===== config.mk =====
export PLATFORM = sky130hd
export DESIGN_NAME = led_catcher_core
export DESIGN_NICKNAME = d
export VERILOG_FILES = /design/src/rtl/led_catcher_core.sv
export SDC_FILE = /design/constraint.sdc
export NUM_CORES = 1
export LEC_CHECK = 0
export BUFFER_PORTS_ARGS = -buffer_cell sky130_fd_sc_hd__buf_4
export CAP_MARGIN = 40
export CORE_UTILIZATION = 43
export CTS_CLUSTER_SIZE = 28
export DETAILED_ROUTE_END_ITERATION = 16
export PLACE_DENSITY = 0.71
export REMOVE_ABC_BUFFERS = 1
export SLEW_MARGIN = 20
export SYNTH_ARGS = -nofsm -noshare
export SYNTH_HDL_FRONTEND = slang
export SYNTH_SLANG_ARGS = --single-unit

===== constraint.sdc =====
create_clock -name clk -period 11.4 [get_ports clk]
set_input_delay 0.57 -clock clk [delete_from_list [all_inputs] [get_ports clk]]
set_output_delay 0.57 -clock clk [all_outputs]
set_load 0.01 [all_outputs]

===== src/rtl/led_catcher_core.sv =====
// LED catcher game engine: lights a random target lane, scores hits in packed BCD,
// and charges a life on a timeout or a wrong switch. Difficulty halves the window.
module led_catcher_core #(
    parameter int          N_LEDS        = 16,
    parameter int          WINDOW_CYCLES = 100_000_000,
    parameter int          MAX_LEVEL     = 3,
    parameter int          LIVES         = 3,
    parameter logic [15:0] LFSR_SEED     = 16'hACE1
) (
    input  logic              clk,
    input  logic              rst,
    input  logic              start,
    input  logic [N_LEDS-1:0] switch,
    output logic [N_LEDS-1:0] state,
    output logic [15:0]       BCD,
    output logic [2:0]        lives,
    output logic [1:0]        level,
    output logic              game_over
);

    localparam int             TW         = $clog2(WINDOW_CYCLES + 1);
    localparam logic [TW-1:0]  WIN0       = TW'(WINDOW_CYCLES);
    localparam logic [TW-1:0]  ONE        = TW'(1);
    localparam logic [1:0]     LVL_MAX    = 2'(MAX_LEVEL);
    localparam logic [2:0]     LIVES_INIT = 3'(LIVES);
    localparam logic [3:0]     LAST_LANE  = 4'(N_LEDS - 1);

    typedef enum logic [2:0] {
        S_IDLE,
        S_SPAWN,
        S_WAIT,
        S_HIT,
        S_MISS,
        S_OVER
    } fsm_t;

    fsm_t              fsm_q, fsm_d;
    logic              start_s1_q, start_s2_q, start_s3_q;
    logic [N_LEDS-1:0] sw_s1_q, sw_s2_q, sw_s3_q;
    logic [15:0]       lfsr_q, lfsr_d;
    logic [N_LEDS-1:0] led_q, led_d;
    logic [15:0]       bcd_q, bcd_d;
    logic [2:0]        lives_q, lives_d;
    logic [1:0]        level_q, level_d;
    logic              over_q, over_d;
    logic [3:0]        tgt_q, tgt_d;
    logic [TW-1:0]     timer_q, timer_d;

    logic              start_ev;
    logic [N_LEDS-1:0] lane_ev;
    logic              hit_ev, wrong_ev;
    logic [3:0]        spawn_raw, spawn_idx;
    logic [15:0]       bcd_inc;
    logic              carry;

    always_ff @(posedge clk or posedge rst) begin
        if (rst) begin
            start_s1_q <= 1'b0;
            start_s2_q <= 1'b0;
            start_s3_q <= 1'b0;
            sw_s1_q    <= '0;
            sw_s2_q    <= '0;
            sw_s3_q    <= '0;
            lfsr_q     <= LFSR_SEED;
            fsm_q      <= S_IDLE;
            led_q      <= '0;
            bcd_q      <= '0;
            lives_q    <= LIVES_INIT;
            level_q    <= '0;
            over_q     <= 1'b0;
            tgt_q      <= '0;
            timer_q    <= '0;
        end else begin
            start_s1_q <= start;
            start_s2_q <= start_s1_q;
            start_s3_q <= start_s2_q;
            sw_s1_q    <= switch;
            sw_s2_q    <= sw_s1_q;
            sw_s3_q    <= sw_s2_q;
            lfsr_q     <= lfsr_d;
            fsm_q      <= fsm_d;
            led_q      <= led_d;
            bcd_q      <= bcd_d;
            lives_q    <= lives_d;
            level_q    <= level_d;
            over_q     <= over_d;
            tgt_q      <= tgt_d;
            timer_q    <= timer_d;
        end
    end

    assign start_ev = start_s2_q & ~start_s3_q;
    assign lane_ev  = sw_s2_q ^ sw_s3_q;
    // In WAIT led_q holds exactly the target one-hot, so it doubles as the lane mask.
    assign hit_ev   = |(lane_ev & led_q);
    assign wrong_ev = |(lane_ev & ~led_q);

    always_comb begin
        lfsr_d    = {lfsr_q[14:0], lfsr_q[15] ^ lfsr_q[13] ^ lfsr_q[12] ^ lfsr_q[10]};
        spawn_raw = 4'(lfsr_q % 16'(N_LEDS));
        spawn_idx = spawn_raw;
        if (spawn_raw == tgt_q) begin
            spawn_idx = (spawn_raw == LAST_LANE) ? 4'd0 : spawn_raw + 4'd1;
        end
    end

    always_comb begin
        bcd_inc = bcd_q;
        carry   = 1'b1;
        for (int unsigned i = 0; i < 4; i++) begin
            if (carry) begin
                if (bcd_inc[4*i +: 4] == 4'd9) begin
                    bcd_inc[4*i +: 4] = 4'd0;
                end else begin
                    bcd_inc[4*i +: 4] = bcd_inc[4*i +: 4] + 4'd1;
                    carry             = 1'b0;
                end
            end
        end
    end

    always_comb begin
        fsm_d   = fsm_q;
        led_d   = led_q;
        bcd_d   = bcd_q;
        lives_d = lives_q;
        level_d = level_q;
        over_d  = over_q;
        tgt_d   = tgt_q;
        timer_d = timer_q;
        case (fsm_q)
            S_IDLE, S_OVER: begin
                if (start_ev) begin
                    bcd_d   = '0;
                    lives_d = LIVES_INIT;
                    level_d = '0;
                    over_d  = 1'b0;
                    led_d   = '0;
                    fsm_d   = S_SPAWN;
                end
            end
            S_SPAWN: begin
                tgt_d   = spawn_idx;
                led_d   = {{(N_LEDS-1){1'b0}}, 1'b1} << spawn_idx;
                timer_d = (WIN0 >> level_q) - ONE;
                fsm_d   = S_WAIT;
            end
            S_WAIT: begin
                timer_d = timer_q - ONE;
                if (wrong_ev) begin
                    fsm_d = S_MISS;
                end else if (hit_ev) begin
                    fsm_d = S_HIT;
                end else if (timer_q == '0) begin
                    fsm_d = S_MISS;
                end
            end
            S_HIT: begin
                if (bcd_q != 16'h9999) begin
                    bcd_d = bcd_inc;
                    if (bcd_q[3:0] == 4'd9 && level_q != LVL_MAX) begin
                        level_d = level_q + 2'd1;
                    end
                end
                fsm_d = S_SPAWN;
            end
            S_MISS: begin
                lives_d = lives_q - 3'd1;
                if (lives_q == 3'd1) begin
                    led_d  = '1;
                    over_d = 1'b1;
                    fsm_d  = S_OVER;
                end else begin
                    led_d  = '0;
                    fsm_d  = S_SPAWN;
                end
            end
            default: fsm_d = S_IDLE;
        endcase
    end

    assign state     = led_q;
    assign BCD       = bcd_q;
    assign lives     = lives_q;
    assign level     = level_q;
    assign game_over = over_q;

endmodule


==> impl_results.md <==
* Outcome: complete, no violations
* Max-Cap Viols at 0
* Pin count of the biggest net entering global routing at 82
* Skew final at 0.0101 ns
* Met3 Use GR at 0.0472
* CTS tree: yes
* Unique masters post-synth at 68
* Final instance area at 0.00774 mm2
* Ant. Diodes at 0
* Required time of the critical path at 11.75 ns
* Setup WS pre-CTS at 8.07 ns
* CP max FO at 40
* Most common cell in the netlist: dfrtp_1
* Met2 Use GR at 0.321
* Post-synthesis register bit count at 139
* Post-CTS sizing at 0
* Initial antenna violation count at 0
* HP Class: input pin to flop
* Die Wd at 126 um
* Grt ovf at 0
* P_sw at 0.649 mW
* Vias in the first global route at 5132
* CP dominant cell by count: nor2_1
* Overall via count from detail_route at 5272
* RD Place Congestion at 0.938
* Finished Layout Cells at 906
* Post-Syn Area at 0.00663 mm2
* CP arrival at 3.73 ns
* Slew @ Worst Pin at 0.768 ns
* CTS buffer count at 17
* Slew headroom at 0.486
* Top FF cell, synth: dfrtp_1
* Delay-heaviest family, CP: simple AND/OR/NAND/NOR gates
* Average via count per standard cell at 5.82
* Top-level port count at 57
* Comb power frac at 0.304
* Yosys top cell area share at 0.487
* Die Span Y at 126 um
* Post-synth top cells: dfrtp_1, nand2_1, o21ai_0, a21oi_1, nor2_1
* CORE AREA at 0.0151 mm2
* Area grow syn2layout at 16.8%
* IO Port Bufs at 56
* Sequential-to-total area share from yosys stat at 0.527
* Largest cells by area after synthesis: dfrtp_1, dfstp_2, o21ai_0
* VDD IR-drop max at 0.000111 V
* Post-place instance area at 0.00719 mm2
* Crit. End Element: flop
* # placed instances at 875
* Hold buffer count at cts at 0
* Pwr/cell area at 220 mW/mm2
* Busiest layer in global routing: met2
* Die area at 0.0159 mm2
* Endpoints failing hold at 0
* Placement row count at 45
* Total power at 1.71 mW
* Root buf cell: clkbuf_16
* Tmin final at 3.38 ns
* Worst-Skew Late Latency at 0.42 ns
* Layout cells sized above 1 at 0.169
* GRT Resource Usage Total at 0.196
* Internal power at 1.06 mW
* Htree depth at 4
* Largest area contributor in the netlist: dfrtp_1
* Unrepaired setup endpoints after global routing: false
* Setup TNS Final at 0 ns
* Post-Route WL at 15000 um
* Slowest-stage cell, CP: or4_4
* Final Util at 0.511
* Met1 Resource Use GR at 0.249
* PnR worst setup slack at 8.02 ns
* CP bufs+invs at 1
* Max stage delay on crit path at 0.53 ns
* Longest Clk Path Bufs at 2
* FFs w/ async S/R, synth at 1.00
* Warnings from Yosys at 0
* WL/cell at 16.5 um
* CP Cell Sequence: nor3b_4, buf_4, nand2_1, ha_1, or3b_1, or3_1, or4_4, nor2_1, mux2_1, nor2_1
* Mean Syn Cell Area at 10.1 um2
* Cell count after synthesis at 653
* 1st-pass router iterations at 5
* Hpwl dp at 10200 um
* Global-route wire length before repair at 24900 um
* Clk pwr share at 0.304
* Final slew viol count at 0
* P_leak at 3.36 nW
* Setup crit start kind: flop
* WS Path Type: flop to flop
* WHS at 0.245 ns
* Clk sinks at 139
* Setup violators final at 0
* Max Clk Rate at 0.296 GHz
* Post-CTS Setup Inserts at 0
* Post-synth EDFFs at 0
* Layout Nets at 745
* Reg clk slew, reported paths at 0.07 ns
* Sw Ratio at 0.380
* Routed Antenna Nets at 0
* Drt drc at 0
* 1st-iter DRT viols at 421
* Crit share post-route at 0.297
* Seq pwr share at 0.392
* Initial Utilization at 0.438
routing by layer:
layer / vias to the layer above / share of wire
met5: - / 0
met4: 0 / 0.023
met3: 35 / 0.056
met2: 187 / 0.48
met1: 2585 / 0.44
li1: 2465 / -
final timing paths:
check / end / slack, ns / startpoint / cells after the start
hold reg to reg: sw_s2_q[14]$_DFF_PP0_ / 0.35 / sw_s1_q[14]$_DFF_PP0_ / 0
hold / removal: sw_s1_q[12]$_DFF_PP0_ / 0.24 / switch[12] / 1
min in group asynchronous: BCD[14]$_DFFE_PP0P_ / 0.26 / rst / 2
setup / recovery: timer_q[26]$_DFFE_PP0P_ / 8.02 / fsm_q[1]$_DFFE_PP0P_ / 10
max in group asynchronous: state[11]$_DFFE_PP0P_ / 9.91 / rst / 3
setup reg to reg: timer_q[26]$_DFFE_PP0P_ / 8.02 / fsm_q[1]$_DFFE_PP0P_ / 10
cell usage in the layout, fill, tap and decap left out, drive strengths merged, types with 4 or more instances in the layout:
cell / synthesis / routed
ha: 20 / 20
mux2i: 6 / 6
a211oi: 5 / 5
a221oi: 4 / 4
and3: 6 / 6
inv: 14 / 25
nand2b: 26 / 26
xnor2: 5 / 5
a41oi: 4 / 4
a31oi: 4 / 4
or3: 9 / 9
dfstp: 10 / 10
dfrtp: 129 / 129
nand4: 6 / 6
o31ai: 10 / 10
nor3: 36 / 36
or4: 7 / 7
nand3b: 4 / 4
clkbuf: 19 / 17
nor4: 9 / 9
nor2b: 6 / 6
a21o: 4 / 4
buf: 7 / 60
o21ai: 52 / 52
a22o: 7 / 7
nand2: 58 / 58
nand3: 23 / 23
a311oi: 4 / 4
xor2: 24 / 24
a21oi: 49 / 49
nor2: 48 / 48
power by group through the flow:
stage | clock [mW] | combinational [mW] | sequential, mW
3_5_place_dp | 0 | 0.510 | 0.675
2_1_floorplan | 0 | 0.345 | 0.659
3_3_place_gp | 0 | 0.492 | 0.668
4_1_cts | 0.526 | 0.511 | 0.666
5_1_grt | 0.546 | 0.575 | 0.681
6_report | 0.518 | 0.518 | 0.669
kinds of logic after synthesis:
group | synth area share
AO/OA/AOI/OAI | 0.156
XOR/XNOR | 0.0383
adder cells (fa/ha/maj) | 0.0378
buffers and inverters | 0.0279
flip-flops | 0.527
multiplexers | 0.0142
AND/OR/NAND/NOR | 0.199
flip-flops by register name, indices dropped and copies added (netlist names):
| register | flops |
|---|---|
| timer_q | 27 |
| sw_s1_q | 16 |
| state | 16 |
| game_over | 1 |
| sw_s3_q | 16 |
| tgt_q | 4 |
| level | 2 |
| BCD | 16 |
| lives | 3 |
| start_s2_q | 1 |
| fsm_q | 3 |
| start_s3_q | 1 |
| sw_s2_q | 16 |
| lfsr_q | 16 |
| start_s1_q | 1 |
final cells by class:
cell class,instances,area [um2]
fillers,1314,7410
well taps,188,235
inverters,14,57.6
clock buffers,17,425
clock inverters,14,123
multi-input cells,474,2960
repair buffers,60,450
flip-flops and latches,139,3490
worst reg2reg max path: stages (launching register included):
cell,delay [ns]
dfrtp_1,0.47
nor3b_4,0.19
buf_4,0.27
nand2_1,0.16
ha_1,0.25
or3b_1,0.41
or3_1,0.44
or4_4,0.53
nor2_1,0.16
mux2_1,0.34
nor2_1,0.10
No activity file was read; power rests on OpenSTA's default activity.
